==> src/rtl/uart_pkg.sv <==
// uart_pkg: shared UART state encoding, limits and clamps for clk_div / bits_per_word
package uart_pkg;
  localparam int UART_MAX_BITS = 16;
  localparam int UART_MIN_DIV = 4;
  typedef enum logic [1:0] {IDLE, START, DATA, STOP} uart_state_t;
  function automatic logic [31:0] clamp_div(input logic [31:0] d);
    return d < 32'(UART_MIN_DIV) ? 32'(UART_MIN_DIV) : d;
  endfunction
  function automatic logic [4:0] clamp_bits(input logic [4:0] b);
    return (b == 5'd0 || b > 5'(UART_MAX_BITS)) ? 5'(UART_MAX_BITS) : b;
  endfunction
endpackage

==> src/rtl/uart_rx_sync.sv <==
// uart_rx_sync: two-flop rx synchronizer with falling-edge detect (clk, rst, rx in; rx_s, fall out)
module uart_rx_sync (
  input  logic clk,
  input  logic rst,
  input  logic rx,
  output logic rx_s,
  output logic fall
);
  logic s1, s2, s3;
  always_ff @(posedge clk) begin
    if (rst) begin
      s1 <= 1'b1;
      s2 <= 1'b1;
      s3 <= 1'b1;
    end else begin
      s1 <= rx;
      s2 <= s1;
      s3 <= s2;
    end
  end
  assign rx_s = s2;
  assign fall = s3 & ~s2;
endmodule

==> src/rtl/uart_rx.sv <==
// uart_rx: UART receiver (clk, rst, rx, clk_div, bits_per_word, rd_en in; data_out, new_data, data_valid, busy, frame_err, overrun out)
module uart_rx
  import uart_pkg::*;
#(
  parameter int DATA_WIDTH = 16,
  parameter int DIV_WIDTH = 16
) (
  input  logic                  clk,
  input  logic                  rst,
  input  logic                  rx,
  input  logic [DIV_WIDTH-1:0]  clk_div,
  input  logic [4:0]            bits_per_word,
  input  logic                  rd_en,
  output logic [DATA_WIDTH-1:0] data_out,
  output logic                  new_data,
  output logic                  data_valid,
  output logic                  busy,
  output logic                  frame_err,
  output logic                  overrun
);
  uart_state_t state, state_nxt;
  logic rx_s, fall, expire, done;
  logic [DIV_WIDTH-1:0] cnt, div, div_eff;
  logic [4:0] n, k, sh_amt;
  logic [DATA_WIDTH-1:0] sh;
  uart_rx_sync u_sync (.clk(clk), .rst(rst), .rx(rx), .rx_s(rx_s), .fall(fall));
  assign div_eff = DIV_WIDTH'(clamp_div(32'(clk_div)));
  // bits arrive LSB first into the top of sh, so shift down by the unused width
  assign sh_amt = 5'(DATA_WIDTH) - n;
  always_comb begin
    expire = cnt == DIV_WIDTH'(1);
    done = state == STOP && expire;
    busy = state != IDLE;
    state_nxt = state == IDLE ? (fall ? START : IDLE) :
                !expire ? state :
                state == START ? (rx_s ? IDLE : DATA) :
                state == DATA ? (k == n - 5'd1 ? STOP : DATA) : IDLE;
  end
  always_ff @(posedge clk) begin
    if (rst) begin
      state <= IDLE;
      cnt <= '0;
      div <= '0;
      n <= '0;
      k <= '0;
      sh <= '0;
      data_out <= '0;
      new_data <= 1'b0;
      frame_err <= 1'b0;
      data_valid <= 1'b0;
      overrun <= 1'b0;
    end else begin
      state <= state_nxt;
      new_data <= done;
      frame_err <= done & ~rx_s;
      if (state == IDLE && fall) begin
        div <= div_eff;
        n <= clamp_bits(bits_per_word);
        cnt <= div_eff >> 1;
        k <= '0;
      end else if (state != IDLE) cnt <= expire ? div : cnt - 1'b1;
      if (state == DATA && expire) begin
        sh <= {rx_s, sh[DATA_WIDTH-1:1]};
        k <= k + 5'd1;
      end
      if (done) data_out <= sh >> sh_amt;
      data_valid <= done | (data_valid & ~rd_en);
      if (done && data_valid && !rd_en) overrun <= 1'b1;
    end
  end
endmodule

==> config.mk <==
export PLATFORM = sky130hd
export DESIGN_NAME = uart_rx
export DESIGN_NICKNAME = d
export VERILOG_FILES = /design/src/rtl/uart_pkg.sv /design/src/rtl/uart_rx_sync.sv /design/src/rtl/uart_rx.sv
export SDC_FILE = /design/constraint.sdc
export NUM_CORES = 1
export LEC_CHECK = 0
export ABC_AREA = 1
export BUFFER_PORTS_ARGS = -buffer_cell sky130_fd_sc_hd__buf_2
export CAP_MARGIN = 25
export CORE_ASPECT_RATIO = 1.75
export CORE_UTILIZATION = 40
export DETAILED_ROUTE_END_ITERATION = 10
export GPL_ROUTABILITY_DRIVEN = 0
export SETUP_SLACK_MARGIN = 0.3
export SLEW_MARGIN = 10
export SYNTH_ARGS = -nofsm -noshare
export SYNTH_HDL_FRONTEND = slang
export SYNTH_SLANG_ARGS = --single-unit
==> constraint.sdc <==
create_clock -name clk -period 5.9 [get_ports clk]
set_clock_uncertainty 0.05 [all_clocks]
set_input_delay 1.18 -clock clk [delete_from_list [all_inputs] [get_ports clk]]
set_output_delay 1.18 -clock clk [all_outputs]
set_load 0.01 [all_outputs]
==> load_flow_metrics.sql, run 1 <==
INSERT INTO impl_metrics (metric_group, metric, value, unit) VALUES
('synth', 'synth.avg_cell_area', '6.35', 'µm²'),
('global_routing', 'grt_busiest_layer', 'met2', ''),
('finish', 'area_delta_synth_final', '13.2', '%'),
('clock_tree', 'postCtsResizedCells', '0', ''),
('sta', 'final_hold_viol_count', '0', ''),
('sta', 'headroom_to_the_max_slew_limit', '37.3', '%'),
('clock_tree', 'clkSlewWorstSetupHoldPaths', '60', 'ps'),
('global_routing', 'antenna_found_initial', '0', ''),
('clock_tree', 'cts-hold-fix-buffers', '0', ''),
('clock_tree', 'cts.sink_count', '83', ''),
('synth', 'synth-seq-cells', '83', ''),
('drt', 'first_pass_iters', '6', ''),
('clock_tree', 'ctsRootBufferMaster', 'sky130_fd_sc_hd__clkbuf_16', ''),
('sta', 'rsz0062_at_grt', 'no', ''),
('synth', 'ys_async_sr_fraction', '0', '%'),
('power', 'p_leak', '2.41', 'nW'),
('global_routing', 'total_grt_usage', '23.1', '%'),
('drt', 'avgViaCountPerCell', '5.37', ''),
('synth', 'mappedNetlistNets', '752', ''),
('global_routing', 'globalRoute.totalOverflow', '0', ''),
('global_routing', 'grt_start_max_net_pins', '54', ''),
('drt', 'drt_first_iter_violations', '231', ''),
('worst_setup_path', 'critical_path_required', '6120', 'ps'),
('drt', 'drt.antenna.violating_nets', '0', ''),
('global_routing', 'met3_layer_usage_reported_by_global_route', '2.99', '%'),
('flow_run', 'drv.max_cap_violation_count', '0', ''),
('synth', 'synth_enable_flop_cells', '0', ''),
('finish', 'layout.filler_cells', '1156', ''),
('floorplan', 'core.rowCount', '51', ''),
('sta', 'finalMaxSlewViolations', '0', ''),
('clock_tree', 'cts-htree-levels', '3', ''),
('power', 'power_density_normalized_to_cell_area', '289', 'nW/µm²'),
('sta', 'hold_ws', '366', 'ps'),
('global_routing', 'wire_length_of_the_first_global_routing_pass', '21.8', 'mm'),
('clock_tree', 'ctsLongestPathBuffers', '2', ''),
('drt', 'number_of_drc_violations_after_detailed_routing', '0', ''),
('worst_setup_path', 'worstSetupPathType', 'flop to flop', ''),
('finish', 'layout_cells_sized_above_1', '10.9', '%'),
('synth', 'mappedNetlistArea', '4580', 'µm²'),
('synth', 'post_synth_num_cell_types', '31', ''),
('drt', 'avgRoutedWirePerCell', '15.3', 'µm'),
('sta', 'setup-violations-final', '0', ''),
('sta', 'setup-tns-final', '0', 'ps'),
('clock_tree', 'cts-buffers-inserted', '9', ''),
('clock_tree', 'clkLatencyLatePin', '340', 'ps'),
('sta', 'clock_period_minus_final_worst_setup_slack', '3390', 'ps'),
('finish', 'final_net_count', '777', ''),
('sta', 'min_period_over_period', '57.4', '%'),
('power', 'worst_ir_drop_vdd', '0.000171', 'V'),
('worst_setup_path', 'cp.arrival', '3610', 'ps'),
('power', 'pwr-share-seq', '39.5', '%'),
('synth', 'yosys_warnings', '0', ''),
('global_routing', 'grt_met2_usage', '46.4', '%'),
('clock_tree', 'cts_tree', 'done', ''),
('synth', 'sequential_area_share_after_synthesis', '36.3', '%'),
('floorplan', 'core_area', '11200', 'µm²'),
('synth', 'syn-instance-count', '722', ''),
('worst_setup_path', 'timing.critical_path.from_type', 'flop', ''),
('floorplan', 'design.portCount', '46', ''),
('sta', 'achievable-frequency', '0.295', 'GHz'),
('floorplan', 'initial_utilization', '41.0', '%'),
('clock_tree', 'post_cts_setup_buffers', '0', ''),
('worst_hold_path', 'hold_class', 'flop to flop', ''),
('worst_setup_path', 'worstSetupEndpointType', 'flop', ''),
('floorplan', 'floorplan.die.width', '82.9', 'µm'),
('worst_setup_path', 'critical_path.max_fanout', '22', ''),
('drt', 'route.vias.total', '4748', ''),
('finish', 'antenna_cells', '0', ''),
('power', 'internal_power', '1.09', 'mW'),
('synth', 'leading_register_cell_type_out_of_synthesis', 'sky130_fd_sc_hd__dfxtp_1', ''),
('floorplan', 'die-area', '11900', 'µm²'),
('sta', 'timing_worst_slew_pin_value', '936', 'ps'),
('outcome', 'outcome', 'complete, no violations', ''),
('drt', 'wl', '13.6', 'mm'),
('power', 'p_sw', '408', 'µW'),
('floorplan', 'die_height', '144', 'µm'),
('power', 'share_comb_of_total_power', '15.2', '%'),
('global_routing', 'grt_pass1_vias', '4556', ''),
('power', 'clockPowerShare', '45.3', '%'),
('power', 'p_sw_share', '27.3', '%'),
('global_routing', 'groute.layer.met1.usage', '22.0', '%'),
('placement', 'detailed_place_hpwl', '9.69', 'mm'),
('placement', 'portBuffers', '45', '');
[cell usage after synthesis, types with 3 or more instances]
library cell	n	area, µm²
sky130_fd_sc_hd__nor2_2	4	25.0
sky130_fd_sc_hd__inv_1	53	199
sky130_fd_sc_hd__nor2_1	76	285
sky130_fd_sc_hd__ha_1	5	62.6
sky130_fd_sc_hd__clkinv_1	4	15.0
sky130_fd_sc_hd__a21oi_1	34	170
sky130_fd_sc_hd__buf_1	3	11.3
sky130_fd_sc_hd__nand2_1	194	728
sky130_fd_sc_hd__nand4_1	3	18.8
sky130_fd_sc_hd__nor2_4	3	33.8
sky130_fd_sc_hd__nand3_1	122	611
sky130_fd_sc_hd__clkbuf_1	14	52.6
sky130_fd_sc_hd__dfxtp_1	83	1660
sky130_fd_sc_hd__buf_2	12	60.1
sky130_fd_sc_hd__or2_2	5	31.3
sky130_fd_sc_hd__o21ai_0	81	405
sky130_fd_sc_hd__nand3b_1	7	52.6
[cell type report]
class,count,area (µm²),area share [%]
Clock buffer,11,253,4.87
Tap cell,132,165,3.18
Inverter,59,221,4.27
Clock inverter,5,108,2.07
Multi-Input combinational cell,547,2540,48.9
Sequential cell,83,1660,32.0
Timing Repair Buffer,47,240,4.63
[state kept, by name, indices dropped and copies added, names as in the netlist]
signal	cells
u_sync.rx_s	1
n	5
data_out	16
overrun	1
cnt	16
u_sync.s1	1
u_sync.s3	1
data_valid	1
sh	16
k	5
state	2
new_data	1
div	16
frame_err	1
[stage by stage]
stage	worst slack, ps	total power [mW]	cell area [µm²]	utilization (%)	instances
2_1_floorplan	3590	0.772	4580	-	722
3_3_place_gp	2630	0.828	4830	43.2	868
3_5_place_dp	2590	0.831	4830	43.2	868
4_1_cts	2580	1.51	5190	46.4	884
5_1_grt	2150	1.56	5190	46.4	884
6_report	2510	1.50	5190	46.4	884
[worst max-delay path: stages (launching register included)]
cell and delay (ps):
sky130_fd_sc_hd__dfxtp_1 680, sky130_fd_sc_hd__inv_1 460, sky130_fd_sc_hd__ha_1 740, sky130_fd_sc_hd__clkinv_1 550
sky130_fd_sc_hd__nand3_1 230, sky130_fd_sc_hd__nand2_1 130, sky130_fd_sc_hd__o21ai_0 230, sky130_fd_sc_hd__nand3_1 110
sky130_fd_sc_hd__a21oi_1 150
[kinds of logic after synthesis]
logic type	count (synthesis)	synth area share (%)
flops	83	36.3
xor+xnor	2	0.382
compound gates	119	13.2
simple gates	421	40.4
fa+ha+maj	5	1.37
buf+inv	92	8.36
[path summary, 6_finish.rpt]
check,cells after the start,from,end,slack [ps]
min,1,u_sync.s1$_SDFF_PP1_,u_sync.rx_s$_SDFF_PP1_,370
max reg2reg,8,n[0]$_SDFFE_PP0P_,data_out[9]$_SDFFE_PP0N_,2510
min reg2reg,1,u_sync.s1$_SDFF_PP1_,u_sync.rx_s$_SDFF_PP1_,370
max,8,n[0]$_SDFFE_PP0P_,data_out[9]$_SDFFE_PP0N_,2510
[cell usage in the layout, fill, tap and decap left out, types with 5 or more instances in the layout]
master                        n
sky130_fd_sc_hd__o21ai_0     81
sky130_fd_sc_hd__dfxtp_1     83
sky130_fd_sc_hd__buf_2       45
sky130_fd_sc_hd__ha_1         5
sky130_fd_sc_hd__inv_1       53
sky130_fd_sc_hd__nor2_1      76
sky130_fd_sc_hd__or2_2        5
sky130_fd_sc_hd__a21oi_1     34
sky130_fd_sc_hd__clkbuf_16    9
sky130_fd_sc_hd__nand2_1    194
sky130_fd_sc_hd__nand3b_1     7
sky130_fd_sc_hd__nand3_1    122
[power by group through the flow]
stage	sequential, mW	clock (mW)	combinational, mW
2_1_floorplan	0.599	0	0.173
3_3_place_gp	0.604	0	0.224
3_5_place_dp	0.604	0	0.226
4_1_cts	0.592	0.686	0.227
5_1_grt	0.594	0.708	0.256
6_report	0.592	0.678	0.228
[metal layers]
layer | vias up | wire, µm
met2 | 108 | 7440
met1 | 2180 | 5060
li1 | 2411 | -
met3 | 49 | 322
met4 | 0 | 740
met5 | - | 0
(Power assumes the default switching activity.)
==> run 2: changes to the inputs <==
--- a/config.mk
+++ b/config.mk
@@ -5,7 +5,7 @@
 export SDC_FILE = /design/constraint.sdc
 export NUM_CORES = 1
 export LEC_CHECK = 0
-export ABC_AREA = 1
+export ABC_AREA = 0
 export BUFFER_PORTS_ARGS = -buffer_cell sky130_fd_sc_hd__buf_2
 export CAP_MARGIN = 25
 export CORE_ASPECT_RATIO = 1.75
==> constraint.sdc (replaced) <==
create_clock -name clk -period 2.9 [get_ports clk]
set_clock_uncertainty 0.05 [all_clocks]
set_input_delay 0.58 -clock clk [delete_from_list [all_inputs] [get_ports clk]]
set_output_delay 0.58 -clock clk [all_outputs]
set_load 0.01 [all_outputs]
==> run 2 against run 1 <==
Via count is 15% lower. Clock power is 62% higher. First-iteration DRC count fell by 30%. Largest cell class unchanged. Highest routed layer unchanged.
==> load_flow_metrics.sql, run 2 <==
INSERT INTO impl_metrics (metric_group, metric, value, unit) VALUES
('placement', 'portBuffers', '45', ''),
('worst_setup_path', 'cp.arrival', '1780', 'ps'),
('synth', 'synth_largest_type_area_fraction', '37.0', '%'),
('sta', 'timing_worst_slew_pin_value', '746', 'ps'),
('power', 'p_leak', '1.91', 'nW'),
('synth', 'sequential_area_share_after_synthesis', '37.0', '%'),
('sta', 'hold_ws', '365', 'ps'),
('sta', 'setup-violations-final', '0', ''),
('synth', 'post_synth_num_cell_types', '61', ''),
('power', 'power_density_normalized_to_cell_area', '547', 'nW/µm²'),
('synth', 'synth-seq-cells', '83', ''),
('drt', 'avgViaCountPerCell', '5.87', ''),
('clock_tree', 'cts_tree', 'done', ''),
('sta', 'headroom_to_the_max_slew_limit', '50.0', '%'),
('floorplan', 'initial_utilization', '41.5', '%'),
('sta', 'post-route-worst-setup-slack', '491', 'ps'),
('drt', 'first_pass_iters', '5', ''),
('clock_tree', 'cts-htree-levels', '3', ''),
('synth', 'yosys_warnings', '0', ''),
('worst_hold_path', 'hold_class', 'flop to flop', ''),
('synth', 'netlist.top_cell.by_area', 'sky130_fd_sc_hd__dfxtp_1', ''),
('synth', 'syn-instance-count', '518', ''),
('clock_tree', 'cts-buffers-inserted', '9', ''),
('drt', 'wl', '11.8', 'mm'),
('floorplan', 'floorplan.die.width', '82.1', 'µm'),
('placement', 'dpl.cell_count', '675', ''),
('finish', 'final_cell_area', '5060', 'µm²'),
('drt', 'drt_first_iter_violations', '162', ''),
('drt', 'drt.antenna.violating_nets', '0', ''),
('worst_setup_path', 'critical_path_required', '2270', 'ps'),
('finish', 'most_common_library_cell_in_the_layout_ignoring_fill_and_taps', 'sky130_fd_sc_hd__nand2_1', ''),
('synth', 'post_synth_xor_area_fraction', '2.92', '%'),
('floorplan', 'die_height', '142', 'µm'),
('floorplan', 'die-area', '11700', 'µm²'),
('worst_setup_path', 'worstRegToRegCells', '6', ''),
('synth', 'synth_commonest_cells', 'sky130_fd_sc_hd__nand2_1, sky130_fd_sc_hd__dfxtp_1, sky130_fd_sc_hd__nor2_1', ''),
('drt', 'avgRoutedWirePerCell', '17.1', 'µm'),
('synth', 'synth_area_leaders', 'sky130_fd_sc_hd__dfxtp_1, sky130_fd_sc_hd__nand2_1, sky130_fd_sc_hd__mux4_2', ''),
('finish', 'final_net_count', '586', ''),
('sta', 'final_hold_viol_count', '0', ''),
('outcome', 'outcome', 'complete, no violations', ''),
('drt', 'number_of_drc_violations_after_detailed_routing', '0', ''),
('sta', 'min_period_over_period', '83.1', '%'),
('worst_setup_path', 'timing.critical_path.cells', 'nor2_2 > clkinv_1 > buf_2', ''),
('worst_setup_path', 'worst-r2r-setup-slack', '530', 'ps'),
('worst_setup_path', 'worstReg2RegEnd', 'cnt[2]$_SDFFE_PP0P_', ''),
('clock_tree', 'clkSlewWorstSetupHoldPaths', '60', 'ps'),
('sta', 'setup-tns-final', '0', 'ps'),
('synth', 'mappedNetlistArea', '4490', 'µm²'),
('synth', 'mappedNetlistNets', '548', ''),
('finish', 'layout_common_cells', 'sky130_fd_sc_hd__nand2_1, sky130_fd_sc_hd__dfxtp_1, sky130_fd_sc_hd__buf_2', ''),
('global_routing', 'grt_pass1_vias', '4036', ''),
('finish', 'antenna_cells', '0', ''),
('flow_run', 'drv.max_cap_violation_count', '0', ''),
('sta', 'finalMaxSlewViolations', '0', ''),
('worst_hold_path', 'hold_crit_depth', '1', ''),
('synth', 'leading_register_cell_type_out_of_synthesis', 'sky130_fd_sc_hd__dfxtp_1', ''),
('clock_tree', 'ctsLongestPathBuffers', '2', ''),
('worst_setup_path', 'critical_path.max_fanout', '10', ''),
('global_routing', 'wire_length_of_the_first_global_routing_pass', '19.0', 'mm'),
('synth', 'synth-simple-area-share', '24.7', '%'),
('synth', 'synth.avg_cell_area', '8.68', 'µm²'),
('worst_setup_path', 'r2r_start', 'cnt[0]$_SDFFE_PP0P_', ''),
('worst_setup_path', 'worstSetupEndpointType', 'output port', ''),
('sta', 'rsz0062_at_grt', 'no', ''),
('clock_tree', 'ctsRootBufferMaster', 'sky130_fd_sc_hd__clkbuf_16', ''),
('global_routing', 'globalRoute.totalOverflow', '0', ''),
('placement', 'placement.setup.worst_slack', '529', 'ps'),
('finish', 'fin_util', '46.7', '%'),
('global_routing', 'antenna_found_initial', '0', ''),
('finish', 'layout_cells_sized_above_1', '21.4', '%'),
('worst_setup_path', 'critPathMaxStageDelay', '420', 'ps'),
('synth', 'ys_async_sr_fraction', '0', '%'),
('drt', 'route.vias.total', '4053', ''),
('floorplan', 'design.portCount', '46', ''),
('synth', 'synth-adder-area-share', '1.39', '%'),
('sta', 'clock_period_minus_final_worst_setup_slack', '2410', 'ps'),
('finish', 'area_delta_synth_final', '12.5', '%'),
('global_routing', 'grt_start_max_net_pins', '49', ''),
('sta', 'achievable-frequency', '0.415', 'GHz'),
('worst_setup_path', 'worstSetupPathType', 'flop to output port', ''),
('synth', 'synth_most_common_cell', 'sky130_fd_sc_hd__nand2_1', ''),
('worst_setup_path', 'crit_slowest_cell', 'sky130_fd_sc_hd__dfxtp_1', ''),
('synth', 'synth_compound_area_share', '18.6', '%'),
('finish', 'finish.cell_count_without_fillers', '690', ''),
('worst_hold_path', 'worst_hold_startpoint', 'u_sync.s1$_SDFF_PP1_', ''),
('synth', 'synth_top_family_by_area', 'simple AND/OR/NAND/NOR gates', ''),
('synth', 'multiplexer_fraction_of_the_synthesized_cell_area', '10.1', '%'),
('floorplan', 'core_area', '10800', 'µm²'),
('power', 'worst_ir_drop_vdd', '0.000380', 'V'),
('clock_tree', 'clkLatencyLatePin', '340', 'ps'),
('worst_hold_path', 'timing.hold.worst_endpoint', 'u_sync.rx_s$_SDFF_PP1_', ''),
('placement', 'detailed_place_hpwl', '8.83', 'mm'),
('global_routing', 'total_grt_usage', '21.4', '%'),
('placement', 'place_area', '4780', 'µm²'),
('synth', 'synth_enable_flop_cells', '0', ''),
('worst_setup_path', 'timing.critical_path.from_type', 'flop', ''),
('floorplan', 'core.rowCount', '50', ''),
('clock_tree', 'cts.sink_count', '83', ''),
('power', 'power_total', '2.77', 'mW');
-- run 2: cell types whose count changed in the layout (fill, tap and decap cells not counted), moves of 8 or more --
cell / change
sky130_fd_sc_hd__mux4_2: +12
sky130_fd_sc_hd__inv_1: -47
sky130_fd_sc_hd__mux2i_1: +17
sky130_fd_sc_hd__a22o_1: +9
sky130_fd_sc_hd__nand2_1: -103
sky130_fd_sc_hd__nand3_1: -103
sky130_fd_sc_hd__a21oi_2: +10
sky130_fd_sc_hd__xnor2_1: +10
sky130_fd_sc_hd__nor2_1: -40
sky130_fd_sc_hd__nand2_2: +8
sky130_fd_sc_hd__a31oi_1: +11
sky130_fd_sc_hd__o21ai_0: -58
sky130_fd_sc_hd__nor4_1: +9
sky130_fd_sc_hd__buf_4: +11
-- run 2: metal layers --
metal  wire length [µm]  GRT usage [%]  part of all wire (%)  vias to the layer above
met2               6710           41.4                    57                      103
met3                426           3.72                   3.6                       32
li1                   -              -                     -                     1961
met1               4290           19.9                    36                     1957
met5                  0              0                     0                        -
met4                403           12.3                   3.4                        0
-- run 2: worst max-delay path by stage --
| stage | startpoint | end | slack, ps | cells after the start |
|---|---|---|---|---|
| after floorplan | n[0]$_SDFFE_PP0P_ | data_out[1]$_SDFFE_PP0N_ | 390 | 10 |
| after global placement | state[1]$_SDFFE_PP0P_ | cnt[3]$_SDFFE_PP0P_ | 590 | 5 |
| after detailed placement | state[1]$_SDFFE_PP0P_ | cnt[3]$_SDFFE_PP0P_ | 530 | 5 |
| after CTS | state[1]$_SDFFE_PP0P_ | busy | 500 | 3 |
| after global routing | cnt[0]$_SDFFE_PP0P_ | cnt[8]$_SDFFE_PP0P_ | 390 | 6 |
| final | state[1]$_SDFFE_PP0P_ | busy | 490 | 3 |
-- run 2: what timing repair did --
| item | 4_1_cts | 5_1_grt |
|---|---|---|
| hold buffers | 0 | 0 |
| setup endpoints to repair | 1 | 0 |
| resized for setup | 1 | 0 |
| setup buffers | 0 | 0 |
-- run 2: layout make-up --
| type | instances | area, µm² |
|---|---|---|
| fill | 1081 | 5770 |
| multi-input combinational | 397 | 2610 |
| sequential | 83 | 1660 |
| clock buffer | 12 | 236 |
| inverter | 7 | 26.3 |
| tap | 130 | 163 |
| timing repair buffer | 58 | 323 |
| clock inverter | 3 | 40.0 |
-- run 2: kinds of logic (layout without fill, tap and decap cells) --
logic type / after synthesis / in the layout
buffers and inverters: 38 / 80
and+or+nand+nor: 218 / 218
DFF: 83 / 83
AOI/OAI and AO/OA: 129 / 129
xor gates and xnor gates: 15 / 15
adders and majority gates: 5 / 5
muxes: 30 / 30
-- run 2: where the power goes --
group	switching [mW]	total [mW]	internal, mW	leakage (nW)
clock network	0.440	1.10	0.660	0.136
logic	0.270	0.447	0.177	1.10
registers	0.0480	1.22	1.17	0.672
-- run 2: worst max-delay path, delay by kind of cell (launching register included) --
kind	cells	cell delay, ps
buffers and inverters	2	630
DFF	1	420
and+or+nand+nor	1	390
==> run 3: changes to the inputs <==
--- a/config.mk
+++ b/config.mk
@@ -5,7 +5,7 @@
 export SDC_FILE = /design/constraint.sdc
 export NUM_CORES = 1
 export LEC_CHECK = 0
-export ABC_AREA = 0
+export ABC_AREA = 1
 export BUFFER_PORTS_ARGS = -buffer_cell sky130_fd_sc_hd__buf_2
 export CAP_MARGIN = 25
 export CORE_ASPECT_RATIO = 1.75
==> constraint.sdc (replaced) <==
create_clock -name clk -period 2.1 [get_ports clk]
set_clock_uncertainty 0.05 [all_clocks]
set_input_delay 0.42 -clock clk [delete_from_list [all_inputs] [get_ports clk]]
set_output_delay 0.42 -clock clk [all_outputs]
set_load 0.01 [all_outputs]
==> run 3 against run 2 <==
Die area rose by 1.9%. Non-clock buffer count grew 22. Largest power group unchanged. Highest routed layer unchanged. Hold slack worse by 150 ps. Global-route usage rose by 1.6 points.
==> load_flow_metrics.sql, run 3 (same netlist as run 1, synthesis figures left out) <==
INSERT INTO impl_metrics (metric_group, metric, value, unit) VALUES
('placement', 'dpl.cell_count', '878', ''),
('drt', 'route.vias.total', '4974', ''),
('global_routing', 'grt_start_max_net_pins', '54', ''),
('worst_hold_path', 'hold_crit_depth', '2', ''),
('clock_tree', 'cts-htree-levels', '3', ''),
('worst_setup_path', 'critical_path_buf_inv_count', '2', ''),
('placement', 'detailed_place_hpwl', '9.76', 'mm'),
('finish', 'layout_cells_sized_above_1', '22.7', '%'),
('global_routing', 'total_grt_usage', '23.0', '%'),
('worst_setup_path', 'worstSetupEndpointType', 'flop', ''),
('finish', 'fin_util', '52.3', '%'),
('finish', 'final_net_count', '813', ''),
('worst_setup_path', 'worst-r2r-setup-slack', '290', 'ps'),
('worst_setup_path', 'timing.critical_path.cells', 'nor2_2 > nand2_2 > nor2_8 > nand4_1 > nor2_1 > buf_4 > buf_12 > nand3_4 > nand2_2', ''),
('worst_setup_path', 'worstSetupPathType', 'flop to flop', ''),
('floorplan', 'floorplan.die.width', '82.9', 'µm'),
('drt', 'drt.antenna.violating_nets', '0', ''),
('worst_setup_path', 'crit_top_cell', 'sky130_fd_sc_hd__nand2_2', ''),
('worst_hold_path', 'timing.hold.worst_endpoint', 'u_sync.s1$_SDFF_PP1_', ''),
('floorplan', 'design.portCount', '46', ''),
('sta', 'post-route-worst-setup-slack', '292', 'ps'),
('clock_tree', 'clkSlewWorstSetupHoldPaths', '60', 'ps'),
('sta', 'achievable-frequency', '0.553', 'GHz'),
('floorplan', 'core.rowCount', '51', ''),
('drt', 'number_of_drc_violations_after_detailed_routing', '0', ''),
('drt', 'drt_first_iter_violations', '181', ''),
('worst_setup_path', 'timing.critical_path.from_type', 'flop', ''),
('sta', 'timing_worst_slew_pin_value', '441', 'ps'),
('sta', 'setup-violations-final', '0', ''),
('worst_setup_path', 'r2r_start', 'cnt[8]$_SDFFE_PP0P_', ''),
('drt', 'dr_wl_met3', '413', 'µm'),
('floorplan', 'die_height', '144', 'µm'),
('finish', 'final_cell_area', '5840', 'µm²'),
('floorplan', 'initial_utilization', '41.0', '%'),
('flow_run', 'drv.max_cap_violation_count', '0', ''),
('finish', 'most_common_library_cell_in_the_layout_ignoring_fill_and_taps', 'sky130_fd_sc_hd__nand2_1', ''),
('clock_tree', 'cts_tree', 'done', ''),
('worst_setup_path', 'critPathMaxStageDelay', '360', 'ps'),
('worst_hold_path', 'hold_class', 'input port to flop', ''),
('worst_setup_path', 'critical_path.max_fanout', '6', ''),
('sta', 'rsz0062_at_grt', 'yes', ''),
('clock_tree', 'cts-buffers-inserted', '9', ''),
('drt', 'routed-wl-met2', '7.97', 'mm'),
('clock_tree', 'ctsLongestPathBuffers', '2', ''),
('global_routing', 'antenna_found_initial', '0', ''),
('floorplan', 'die-area', '11900', 'µm²'),
('clock_tree', 'clkLatencyLatePin', '340', 'ps'),
('worst_hold_path', 'worst_hold_startpoint', 'rx', ''),
('worst_setup_path', 'critical-path-top-delay-family', 'simple AND/OR/NAND/NOR gates', ''),
('placement', 'placement.setup.worst_slack', '156', 'ps'),
('floorplan', 'core_area', '11200', 'µm²'),
('worst_setup_path', 'worstReg2RegEnd', 'data_out[12]$_SDFFE_PP0N_', ''),
('sta', 'min_period_over_period', '86.1', '%'),
('placement', 'portBuffers', '45', ''),
('finish', 'area_delta_synth_final', '27.4', '%'),
('power', 'power_density_normalized_to_cell_area', '688', 'nW/µm²'),
('worst_setup_path', 'critical_path_required', '2340', 'ps'),
('drt', 'top_layer_used', 'met4', ''),
('sta', 'clock_period_minus_final_worst_setup_slack', '1810', 'ps'),
('drt', 'avgRoutedWirePerCell', '15.4', 'µm'),
('outcome', 'outcome', 'complete, no violations', ''),
('sta', 'final_hold_viol_count', '0', ''),
('power', 'p_leak', '2.58', 'nW'),
('power', 'worst_ir_drop_vdd', '0.000428', 'V'),
('placement', 'place_area', '4930', 'µm²'),
('clock_tree', 'cts.sink_count', '83', ''),
('finish', 'layout_common_cells', 'sky130_fd_sc_hd__nand2_1, sky130_fd_sc_hd__nand3_1, sky130_fd_sc_hd__dfxtp_1', ''),
('worst_setup_path', 'crit_slowest_cell', 'sky130_fd_sc_hd__dfxtp_1', ''),
('finish', 'antenna_cells', '0', ''),
('finish', 'finish.cell_count_without_fillers', '920', ''),
('worst_setup_path', 'worstRegToRegCells', '9', ''),
('global_routing', 'wire_length_of_the_first_global_routing_pass', '21.6', 'mm'),
('global_routing', 'globalRoute.totalOverflow', '0', ''),
('drt', 'avgViaCountPerCell', '5.41', ''),
('drt', 'wl', '14.2', 'mm'),
('drt', 'met1_wire_length', '5.15', 'mm'),
('sta', 'setup-tns-final', '0', 'ps'),
('worst_setup_path', 'cp.arrival', '2050', 'ps'),
('global_routing', 'grt_pass1_vias', '4666', ''),
('clock_tree', 'ctsRootBufferMaster', 'sky130_fd_sc_hd__clkbuf_16', ''),
('sta', 'finalMaxSlewViolations', '0', ''),
('sta', 'headroom_to_the_max_slew_limit', '70.5', '%'),
('drt', 'first_pass_iters', '5', '');
-- run 3: cell count changes in the layout (fill, tap and decap cells not counted), moves of 9 or more --
| cell | before | now |
|---|---|---|
| sky130_fd_sc_hd__mux4_2 | 12 | 0 |
| sky130_fd_sc_hd__nand3_1 | 19 | 112 |
| sky130_fd_sc_hd__inv_1 | 6 | 48 |
| sky130_fd_sc_hd__nor2_1 | 36 | 69 |
| sky130_fd_sc_hd__nor4_1 | 9 | 0 |
| sky130_fd_sc_hd__mux2i_1 | 17 | 0 |
| sky130_fd_sc_hd__o21ai_2 | 0 | 16 |
| sky130_fd_sc_hd__nand2_1 | 91 | 182 |
| sky130_fd_sc_hd__o21ai_0 | 23 | 64 |
| sky130_fd_sc_hd__a31oi_1 | 11 | 0 |
| sky130_fd_sc_hd__a22o_1 | 9 | 0 |
| sky130_fd_sc_hd__xnor2_1 | 10 | 0 |
-- run 3: metrics by stage --
| step | total power, mW | hold slack [ps] |
|---|---|---|
| CTS | 3.99 | 199 |
| global route | 4.19 | 199 |
| detailed placement | 2.36 | 355 |
| finish | 4.01 | 211 |
| global placement | 2.35 | 351 |
| floorplan | 2.18 | 339 |
-- run 3: per-layer routing --
| layer | track usage, % | vias to the layer above |
|---|---|---|
| met5 | 0 | - |
| met4 | 15.1 | 0 |
| met3 | 3.39 | 40 |
| met2 | 45.3 | 115 |
| met1 | 21.9 | 2332 |
| li1 | - | 2487 |
-- run 3: worst max-delay path by stage --
| stage | from | end | slack, ps | cells after the start |
|---|---|---|---|---|
| 2_1_floorplan | n[0]$_SDFFE_PP0P_ | data_out[3]$_SDFFE_PP0N_ | 340 | 13 |
| 3_3_place_gp | state[1]$_SDFFE_PP0P_ | n[0]$_SDFFE_PP0P_ | 180 | 6 |
| 3_5_place_dp | cnt[0]$_SDFFE_PP0P_ | k[4]$_SDFFE_PP0P_ | 160 | 10 |
| 4_1_cts | n[0]$_SDFFE_PP0P_ | data_out[10]$_SDFFE_PP0N_ | 320 | 8 |
| 5_1_grt | cnt[1]$_SDFFE_PP0P_ | data_out[2]$_SDFFE_PP0N_ | 160 | 13 |
| 6_report | cnt[8]$_SDFFE_PP0P_ | data_out[12]$_SDFFE_PP0N_ | 290 | 9 |
-- run 3: worst reg2reg max path, stage by stage (launching register included) --
cell and delay, ps:
sky130_fd_sc_hd__dfxtp_1 360, sky130_fd_sc_hd__nor2_2 230, sky130_fd_sc_hd__nand2_2 140, sky130_fd_sc_hd__nor2_8 210
sky130_fd_sc_hd__nand4_1 210, sky130_fd_sc_hd__nor2_1 150, sky130_fd_sc_hd__buf_4 140, sky130_fd_sc_hd__buf_12 130
sky130_fd_sc_hd__nand3_4 60, sky130_fd_sc_hd__nand2_2 70
-- run 3: power by group --
| part | total (mW) | switching (mW) | internal (mW) |
|---|---|---|---|
| registers | 1.66 | 0.0419 | 1.62 |
| logic | 0.755 | 0.498 | 0.258 |
| clock network | 1.60 | 0.670 | 0.927 |
| total | 4.01 | 1.21 | 2.81 |
-- run 3: area by class of cell --
type,instances,area (µm²)
tap,132,165
timing repair inverter,2,12.5
sequential,83,1670
multi-input combinational,548,2820
timing repair buffer,80,628
clock buffer,11,233
fill,1125,5330
inverter,59,251
clock inverter,5,61.3
-- run 3: what timing repair did --
item                                    CTS  global route
pin swaps                                 4            41
resized for setup                        16            93
cloned                                    2             4
endpoints found under the setup margin   57            47
hold buffers                              0             0
buffers inserted                          8            12
